File: src/rtl/enemy_pkg.sv
// enemy_pkg: shared constants, FSM states and interval helper for the enemy fire scheduler.
package enemy_pkg;

    localparam int NUM_EN        = 5;
    localparam int NUM_SLOTS     = 3;
    localparam int BASE_INTERVAL = 60;
    localparam int STEP          = 6;
    localparam int MIN_INTERVAL  = 12;
    localparam int PAUSE_FRAMES  = 90;

    localparam int EN_W    = $clog2(NUM_EN);
    localparam int SLOT_W  = 2;
    localparam int PAUSE_W = 7;
    localparam int IVL_W   = 8;

    typedef enum logic [1:0] {
        PAUSE,
        WAIT,
        ARB,
        ISSUE
    } state_t;

    // Frames between shots for a level; a ninth bit catches underflow so
    // high levels clamp to the floor instead of wrapping to a huge interval.
    function automatic logic [IVL_W-1:0] calc_ivl(input logic [3:0] lvl);
        logic [8:0] diff;
        diff = 9'(BASE_INTERVAL) - 9'(lvl) * 9'(STEP);
        return (diff[8] || diff[7:0] < 8'(MIN_INTERVAL)) ? 8'(MIN_INTERVAL) : diff[7:0];
    endfunction

endpackage

File: src/rtl/rr_arbiter.sv
// rr_arbiter: combinational round-robin pick of the first set request at or after ptr.
// Ports:
//   req  in  N   request mask
//   ptr  in  IW  starting search position (must be < N)
//   gnt  out N   one-hot grant
//   idx  out IW  index of granted request
//   any  out 1   at least one request present
module rr_arbiter #(
    parameter int N  = 5,
    parameter int IW = (N > 1) ? $clog2(N) : 1
) (
    input  logic [N-1:0]  req,
    input  logic [IW-1:0] ptr,
    output logic [N-1:0]  gnt,
    output logic [IW-1:0] idx,
    output logic          any
);

    always_comb begin
        int p;
        gnt = '0;
        idx = '0;
        any = 1'b0;
        for (int i = 0; i < N; i++) begin
            p = (int'(ptr) + i) % N;
            if (!any && req[p]) begin
                gnt[p] = 1'b1;
                idx    = IW'(p);
                any    = 1'b1;
            end
        end
    end

endmodule

File: src/rtl/enemy_fire_sched.sv
// enemy_fire_sched: paces enemy missile launches, picking shooter (round-robin) and free slot.
// Ports:
//   pclk          in   pixel clock
//   rst           in   asynchronous active-low reset
//   vsync_in      in   vertical sync, rising edge is a frame tick
//   alive         in   per-enemy live flags
//   slot_busy     in   per-slot missile in flight
//   level_in      in   current level
//   level_change  in   one-cycle pulse on level up
//   fire_ack      in   addressed slot accepted the launch
//   fire_valid    out  launch request pending
//   fire_en       out  one-hot shooting enemy
//   fire_slot     out  target slot index
//   paused        out  grace period active
module enemy_fire_sched
    import enemy_pkg::*;
(
    input  logic                 pclk,
    input  logic                 rst,
    input  logic                 vsync_in,
    input  logic [NUM_EN-1:0]    alive,
    input  logic [NUM_SLOTS-1:0] slot_busy,
    input  logic [3:0]           level_in,
    input  logic                 level_change,
    input  logic                 fire_ack,
    output logic                 fire_valid,
    output logic [NUM_EN-1:0]    fire_en,
    output logic [SLOT_W-1:0]    fire_slot,
    output logic                 paused
);

    state_t               state_q, state_d;
    logic                 vsync_q;
    logic [PAUSE_W-1:0]   pause_q, pause_d;
    logic [IVL_W-1:0]     ivl_q, ivl_d;
    logic [EN_W-1:0]      rr_q, rr_d;
    logic [EN_W-1:0]      gnt_idx_q, gnt_idx_d;
    logic                 fire_valid_q, fire_valid_d;
    logic [NUM_EN-1:0]    fire_en_q, fire_en_d;
    logic [SLOT_W-1:0]    fire_slot_q, fire_slot_d;

    logic                 tick;
    logic [NUM_EN-1:0]    en_gnt;
    logic [EN_W-1:0]      en_idx;
    logic                 en_any;
    logic [NUM_SLOTS-1:0] slot_gnt_unused;
    logic [SLOT_W-1:0]    slot_idx;
    logic                 slot_any;

    assign tick = vsync_in & ~vsync_q;

    rr_arbiter #(.N(NUM_EN), .IW(EN_W)) u_en_arb (
        .req (alive),
        .ptr (rr_q),
        .gnt (en_gnt),
        .idx (en_idx),
        .any (en_any)
    );

    // Pointer fixed at 0 turns the round-robin into a lowest-free-slot pick.
    rr_arbiter #(.N(NUM_SLOTS), .IW(SLOT_W)) u_slot_arb (
        .req (~slot_busy),
        .ptr ('0),
        .gnt (slot_gnt_unused),
        .idx (slot_idx),
        .any (slot_any)
    );

    always_comb begin
        state_d      = state_q;
        pause_d      = pause_q;
        ivl_d        = ivl_q;
        rr_d         = rr_q;
        gnt_idx_d    = gnt_idx_q;
        fire_valid_d = fire_valid_q;
        fire_en_d    = fire_en_q;
        fire_slot_d  = fire_slot_q;
        if (level_change) begin
            state_d      = PAUSE;
            pause_d      = PAUSE_W'(PAUSE_FRAMES);
            rr_d         = '0;
            fire_valid_d = 1'b0;
            fire_en_d    = '0;
        end else begin
            case (state_q)
                PAUSE: if (tick) begin
                    if (pause_q <= PAUSE_W'(1)) begin
                        state_d = WAIT;
                        pause_d = '0;
                        ivl_d   = calc_ivl(level_in);
                    end else begin
                        pause_d = pause_q - PAUSE_W'(1);
                    end
                end
                WAIT: if (tick) begin
                    if (ivl_q <= IVL_W'(1)) begin
                        state_d = ARB;
                        ivl_d   = '0;
                    end else begin
                        ivl_d = ivl_q - IVL_W'(1);
                    end
                end
                // With no shooter or no free slot the shot stays owed here.
                ARB: if (en_any && slot_any) begin
                    state_d      = ISSUE;
                    fire_valid_d = 1'b1;
                    fire_en_d    = en_gnt;
                    fire_slot_d  = slot_idx;
                    gnt_idx_d    = en_idx;
                end
                ISSUE: if (fire_ack) begin
                    state_d      = WAIT;
                    fire_valid_d = 1'b0;
                    fire_en_d    = '0;
                    ivl_d        = calc_ivl(level_in);
                    rr_d         = (gnt_idx_q == EN_W'(NUM_EN - 1)) ? '0 : gnt_idx_q + EN_W'(1);
                end
                default: state_d = PAUSE;
            endcase
        end
    end

    always_ff @(posedge pclk or negedge rst) begin
        if (!rst) begin
            state_q      <= PAUSE;
            vsync_q      <= 1'b0;
            pause_q      <= PAUSE_W'(PAUSE_FRAMES);
            ivl_q        <= '0;
            rr_q         <= '0;
            gnt_idx_q    <= '0;
            fire_valid_q <= 1'b0;
            fire_en_q    <= '0;
            fire_slot_q  <= '0;
        end else begin
            state_q      <= state_d;
            vsync_q      <= vsync_in;
            pause_q      <= pause_d;
            ivl_q        <= ivl_d;
            rr_q         <= rr_d;
            gnt_idx_q    <= gnt_idx_d;
            fire_valid_q <= fire_valid_d;
            fire_en_q    <= fire_en_d;
            fire_slot_q  <= fire_slot_d;
        end
    end

    assign fire_valid = fire_valid_q;
    assign fire_en    = fire_en_q;
    assign fire_slot  = fire_slot_q;
    assign paused     = (state_q == PAUSE);

endmodule

File: config.mk
export PLATFORM = sky130hd
export DESIGN_NAME = enemy_fire_sched
export DESIGN_NICKNAME = d
export VERILOG_FILES = /design/src/rtl/enemy_pkg.sv /design/src/rtl/rr_arbiter.sv /design/src/rtl/enemy_fire_sched.sv
export SDC_FILE = /design/constraint.sdc
export NUM_CORES = 1
export LEC_CHECK = 0
export CAP_MARGIN = 5
export CORE_MARGIN = 4
export CORE_UTILIZATION = 40
export CTS_CLUSTER_DIAMETER = 40
export CTS_CLUSTER_SIZE = 10
export DETAILED_ROUTE_END_ITERATION = 10
export HOLD_SLACK_MARGIN = 0.15
export SKIP_LAST_GASP = 1
export SYNTH_ARGS = -nofsm -noshare
export SYNTH_HDL_FRONTEND = slang
export SYNTH_SLANG_ARGS = --single-unit
File: constraint.sdc
create_clock -name pclk -period 6.9 [get_ports pclk]
set_input_delay 1.725 -clock pclk [delete_from_list [all_inputs] [get_ports pclk]]
set_output_delay 1.725 -clock pclk [all_outputs]
set_load 0.1 [all_outputs]
== After elaboration in Yosys (flattened, before gate mapping) ==
Cells that the tools add are included.

* Flip-flop bits (word level): 32

* Muxes and demuxes: 76
* $mul: 1
* $lt $le $gt $ge: 13
* Reductions and logical operators: 32
* Divide/modulo/power cells: 5
* Equal/unequal tests: 14
* Bitwise logic cells: 8
* $add $sub $neg: 8

{| class="wikitable"
|+ Operator list
! kind !! count
|-
| 32-bit by 1-bit >= comparator with 1-bit output, second input constant || 5
|-
| 32-bit by 5-bit less-than comparator with 1-bit output, second input constant || 5
|-
| 32-bit by 4-bit modulo with 32-bit output, second input constant || 4
|-
| 8-bit 2-to-1 mux || 6
|-
| 5-bit 2-to-1 mux || 8
|-
| 4-bit by 4-bit modulo with 32-bit output, second input constant || 1
|-
| 7-bit 2-to-1 mux || 4
|-
| 1-bit 2-to-1 mux || 27
|-
| 3-bit 2-to-1 mux || 9
|-
| 8-bit one-hot mux with 3 select lines || 1
|-
| 5-bit OR || 4
|-
| 2-bit 2-to-1 mux || 8
|-
| 1-bit binary-select mux with 3-bit select || 5
|-
| 1-bit demux with 3-bit select || 5
|-
| 1-bit logical AND || 12
|-
| 3-bit != test, second input constant || 4
|-
| 6-bit AND reduction || 2
|-
| 5-bit one-hot mux with 2 select lines || 1
|-
| 3-bit by 2-bit adder with 4-bit output, second input constant || 2
|-
| 8-bit by 1-bit less-or-equal comparator with 1-bit output, second input constant || 1
|-
| 8-bit by 4-bit less-than comparator with 1-bit output, second input constant || 1
|-
| 2-bit one-hot mux with 4 select lines || 1
|-
| 2-bit nonzero test || 4
|-
| 6-bit by 7-bit subtractor with 8-bit output, first input constant || 1
|-
| 23 further kinds || 36
|}

== Logic depth before layout (Yosys ltp) ==
* Depth after elaboration: 21
* Gate-level depth with buffers: 25
* Mapped depth without buffers: 20

== Hierarchy ==
From an unflattened synthesis, not the netlist that was laid out.

* Cells, all modules: 650
* Area total of the unflattened synthesis: 5074.9 sq um

{| class="wikitable"
|+ Modules (own cells, without submodules)
! module !! cells each !! area each (sq um) !! instances !! seq. area each (sq um)
|-
| rr_arbiter (u_en_arb) || 364 || 2560.0 || 1 || 0.0
|-
| enemy_fire_sched || 234 || 2133.3 || 1 || 805.8
|-
| rr_arbiter (u_slot_arb) || 52 || 381.6 || 1 || 0.0
|}

== Least setup slack after synthesis ==
Ideal clock, no wire load.

* Kind: register -> register
* Start: register rr_q[0]
* End: register fire_en_q[0] (netlist: fire_en[0])
* Path slack: 1.634 ns
* Clock period less this slack: 5.266 ns
* Buffers on the path: 5
* Cell stages (with the launch flop): 25
* Data arrival time: 5.197 ns
* Path through: dfrtp_1 -> buf_4 -> buf_2 -> buf_2 -> buf_1 -> inv_1 -> ha_1 -> buf_2 -> inv_1 -> ha_1 -> inv_1 -> ha_1 -> nor3_2 -> o21ai_0 -> nand2_2 -> ha_1 -> nand2b_1 -> a2bb2oi_4 -> xnor2_1 -> a2111o_1 -> nand4_2 -> nor3b_4 -> nand2_2 -> o311ai_1 -> a22o_1

* Word-level cells in the longest chain between the ends: 20

{| class="wikitable"
|+ RTL lines
! what !! RTL line !! source
|-
| start: declaration || enemy_fire_sched.sv:36 || <nowiki>logic [EN_W-1:0] rr_q, rr_d;</nowiki>
|-
| start signal: assignment || enemy_fire_sched.sv:139 || <nowiki>rr_q <= rr_d;</nowiki>
|-
| parallel branches: the longest is 20 deep, another holds 32-bit by 4-bit modulo with 32-bit output || -- ||
|-
| end signal: assignment || enemy_fire_sched.sv:142 || <nowiki>fire_en_q <= fire_en_d;</nowiki>
|-
| end: declaration || enemy_fire_sched.sv:39 || <nowiki>logic [NUM_EN-1:0] fire_en_q, fire_en_d;</nowiki>
|}

Parallel ways; which one is timed is not known. The select of a mux whose other input is x is not followed.
A chain may end at the register's enable or synchronous reset.

== Final worst setup path ==
* Start: register rr_q[1]
* End: register fire_en_q[2] (netlist: fire_en[2])

The elaborated chain is that of the path after synthesis.

==> impl_metrics.csv <==
group,metric,value,unit
outcome,status,"completed",
floorplan,initial_core_util,41.8,%
logic_synthesis,ys_ff_latch,32,
timing,finalClockSkew,0.00303,ns
setup_path,cpLargestDelayFamily,"simple AND/OR/NAND/NOR gates",
global_route,grt_pass1_vias,3731,
logic_synthesis,synthArstFlopShare,100,%
timing,setup_viol,0,
logic_synthesis,synth_area,4170,um2
global_route,grt_usage,18.3,%
timing,setup_tns,0,ns
place,gp_congestion,0.964,
timing,tightest_slew,0.984,ns
timing,holdWs,0.479,ns
power_and_ir_drop,power.density,203,nW/um2
timing,slew_viol_final,0,
clocking,cts_setup_buffers,0,
timing,finalCritPeriodShare,82.8,%
global_route,grt_pass1_wl,18000,um
setup_path,critical_path_class,"flip-flop to flip-flop",
timing,setup_ws,1.19,ns
logic_synthesis,ys_seq_area_share,19.3,%
logic_synthesis,synthFlopType,"dfrtp_1",
logic_synthesis,syn_inst,524,
logic_synthesis,synth_fa_ha_area_share,13.4,%
final_layout,nFillCells,959,
logic_synthesis,synth_xor_xnor_area_share,4.42,%
clocking,clk_pin_slew,0.06,ns
clocking,h-tree-depth,2,
clocking,cts_buffers,5,
global_route,antenna_found_initial,0,
logic_synthesis,synth_edf_count,0,
clocking,clockBufferDepth,2,
clocking,holdBufCountCts,0,
logic_synthesis,synth_area_per_cell,7.95,um2
logic_synthesis,synth_nets,585,
setup_path,cp-end-kind,"flip-flop",
clocking,cts.repair.resized,0,
setup_path,critPathMaxStageDelay,0.79,ns
timing,maxSlewHeadroom,34.2,%
floorplan,top_level_ports,26,
timing,finalHoldViolCount,0,
logic_synthesis,synth.yosys.warnings,0,
floorplan,fp.dieH,110,um
final_layout,area_growth_syn_to_layout,10.6,%
clocking,cts_tree,"built",
setup_path,crit_slowest_cell,"ha_1",
hold_path,min_path_type,"flip-flop to flip-flop",
routing,post_drt_wl_per_cell,15.9,um
routing,wirelength,10700,um
logic_synthesis,synth_top_family_by_area,"compound AO/OA/AOI/OAI gates",
clocking,clock-sinks,32,
global_route,grt_overflow_total,0,
routing,viasPerCell,6.01,
timing,fin_crit,5.71,ns
floorplan,die_width,110,um
timing,max_freq,0.175,GHz
floorplan,die_area,12100,um2
final_layout,finalNetCount,599,
routing,post-route-drc-count,0,
routing,first_iter_violations,386,
routing,vias,4040,
power_and_ir_drop,p_leak,1.84,nW
setup_path,cp_max_fo,20,
logic_synthesis,synth_compound_area_share,27.9,%
setup_path,worstPathRequired,7.13,ns
logic_synthesis,synthSimpleGateAreaFrac,25.0,%
logic_synthesis,yosysUniqueCellTypes,86,
setup_path,crit_chain,"inv_1, ha_1, inv_1, ha_1, nor3_2, or3_1, nand2_2, ha_1, inv_1, nand2_1, o31ai_2, nand2_1, o32ai_1, nand4_2, nor4b_1, a221oi_1, o21ai_0, a22o_1",
setup_path,cp-start-kind,"flip-flop",
place,placed_area,4520,um2
place,dp_hpwl,8040,um
logic_synthesis,muxShareOfSynthArea,4.18,%
setup_path,crit_buf_inv,3,
floorplan,row_count,36,
floorplan,core_area,9950,um2
routing,drtPass1Iterations,5,
job,cap_violations,0,
final_layout,final_cells,672,
clocking,insertion_delay,0.28,ns
final_layout,fin_area,4610,um2
final_layout,antenna_cells,0,
setup_path,worstPathArrival,5.94,ns
place,dp_slack,1.31,ns
place,placedCellCount,664,
global_route,grt_max_degree,41,
timing,rsz0062_at_grt,"no",
routing,ant_nets,0,
power_and_ir_drop,ir_worst_vdd,0.000221,V
place,io_buffers,25,
clocking,cts_root_buf,"clkbuf_8",
final_layout,drive_gt1_share,8.72,%
==> where the power goes <==
part	switching, W	internal, W
Sequential	0.0000348	0.000229
Clock	0.0000652	0.0000812
Combinational	0.000346	0.000177
Total	0.000446	0.000487
==> Yosys cell counts (6+ instances only) <==
master    count  area [um2]
a21oi_1      26         130
buf_2         8        40.0
nor3b_1       6        45.0
ha_1         43         538
dfrtp_1      28         701
xnor2_1      13         114
o21ai_0      35         175
or3_1         8        50.1
a31oi_1       9        56.3
inv_1        34         128
nand2b_1     15        93.8
clkbuf_1     10        37.5
a22o_1        6        52.6
nand2_1      39         146
nor3_1       21         105
nor2_1       51         191
nand3_1      12        60.1
a32oi_1       7        61.3
mux2i_1      14         140
==> worst register-to-register path, cell delays in order, from the launching register on <==
cell and delay (ns):
dfrtp_1 0.75, inv_1 0.44, ha_1 0.79, inv_1 0.27, ha_1 0.34, nor3_2 0.26
or3_1 0.21, nand2_2 0.11, ha_1 0.27, inv_1 0.09, nand2_1 0.06, o31ai_2 0.50
nand2_1 0.11, o32ai_1 0.15, nand4_2 0.23, nor4b_1 0.59, a221oi_1 0.19, o21ai_0 0.12
a22o_1 0.15
==> placed cells by master (no fill, tap or decap), drive strengths merged, types with 9 or more instances in the layout <==
master,count
nor2,53
o21ai,36
xnor2,14
nor3,23
a21oi,31
nand3,13
mux2i,14
ha,43
clkdlybuf4s50,25
nand2,42
inv,36
dfrtp,28
a31oi,9
nand2b,16
==> layer usage <==
metal | part of all wire (%) | global-route usage (%) | vias to the layer above
met3 | 4.6 | 2.80 | 18
met1 | 50 | 26.7 | 1918
met4 | 1.5 | 5.08 | 0
li1 | - | - | 1974
met5 | 0 | 0 | -
met2 | 44 | 28.0 | 130
==> final timing paths <==
kind / startpoint / to / slack (ns) / depth (start not counted)
max: rr_q[1] / fire_en[2] / 1.19 / 18
min: pause_q[4] / pause_q[4] / 0.48 / 2
max reg2reg: rr_q[1] / fire_en[2] / 1.19 / 18
min reg2reg: pause_q[4] / pause_q[4] / 0.48 / 2
max in group asynchronous: rst / pause_q[1] / 4.74 / 2
min in group asynchronous: rst / ivl_q[1] / 1.83 / 2
==> state kept, by name (all words and copies together) (netlist names) <==
register    flops
state_q         2
fire_valid      1
rr_q            3
fire_slot       2
pause_q         7
vsync_q         1
fire_en         5
ivl_q           8
gnt_idx_q       3
==> stage by stage <==
step | util (%) | power, W
5_1_grt | 46.3 | 0.00101
3_3_place_gp | 45.4 | 0.000783
3_5_place_dp | 45.4 | 0.000785
4_1_cts | 46.3 | 0.000939
2_1_floorplan | - | 0.000659
6_report | 46.3 | 0.000933
==> cells by family after synthesis <==
group	count (synthesis)
multiplexers	17
AND/OR/NAND/NOR	196
flip-flops	32
buffers and inverters	58
AO/OA/AOI/OAI	159
adder cells (fa/ha/maj)	44
XOR/XNOR	18
==> layout make-up <==
type	instances	area (um2)	share of cell area, %
multi-input combinational	434	3130	67.9
sequential	32	806	17.5
timing repair buffer	29	280	6.09
tap	133	166	3.61
inverter	36	135	2.93
clock buffer	8	90.1	1.96
No activity file was read; power rests on OpenSTA's default activity.
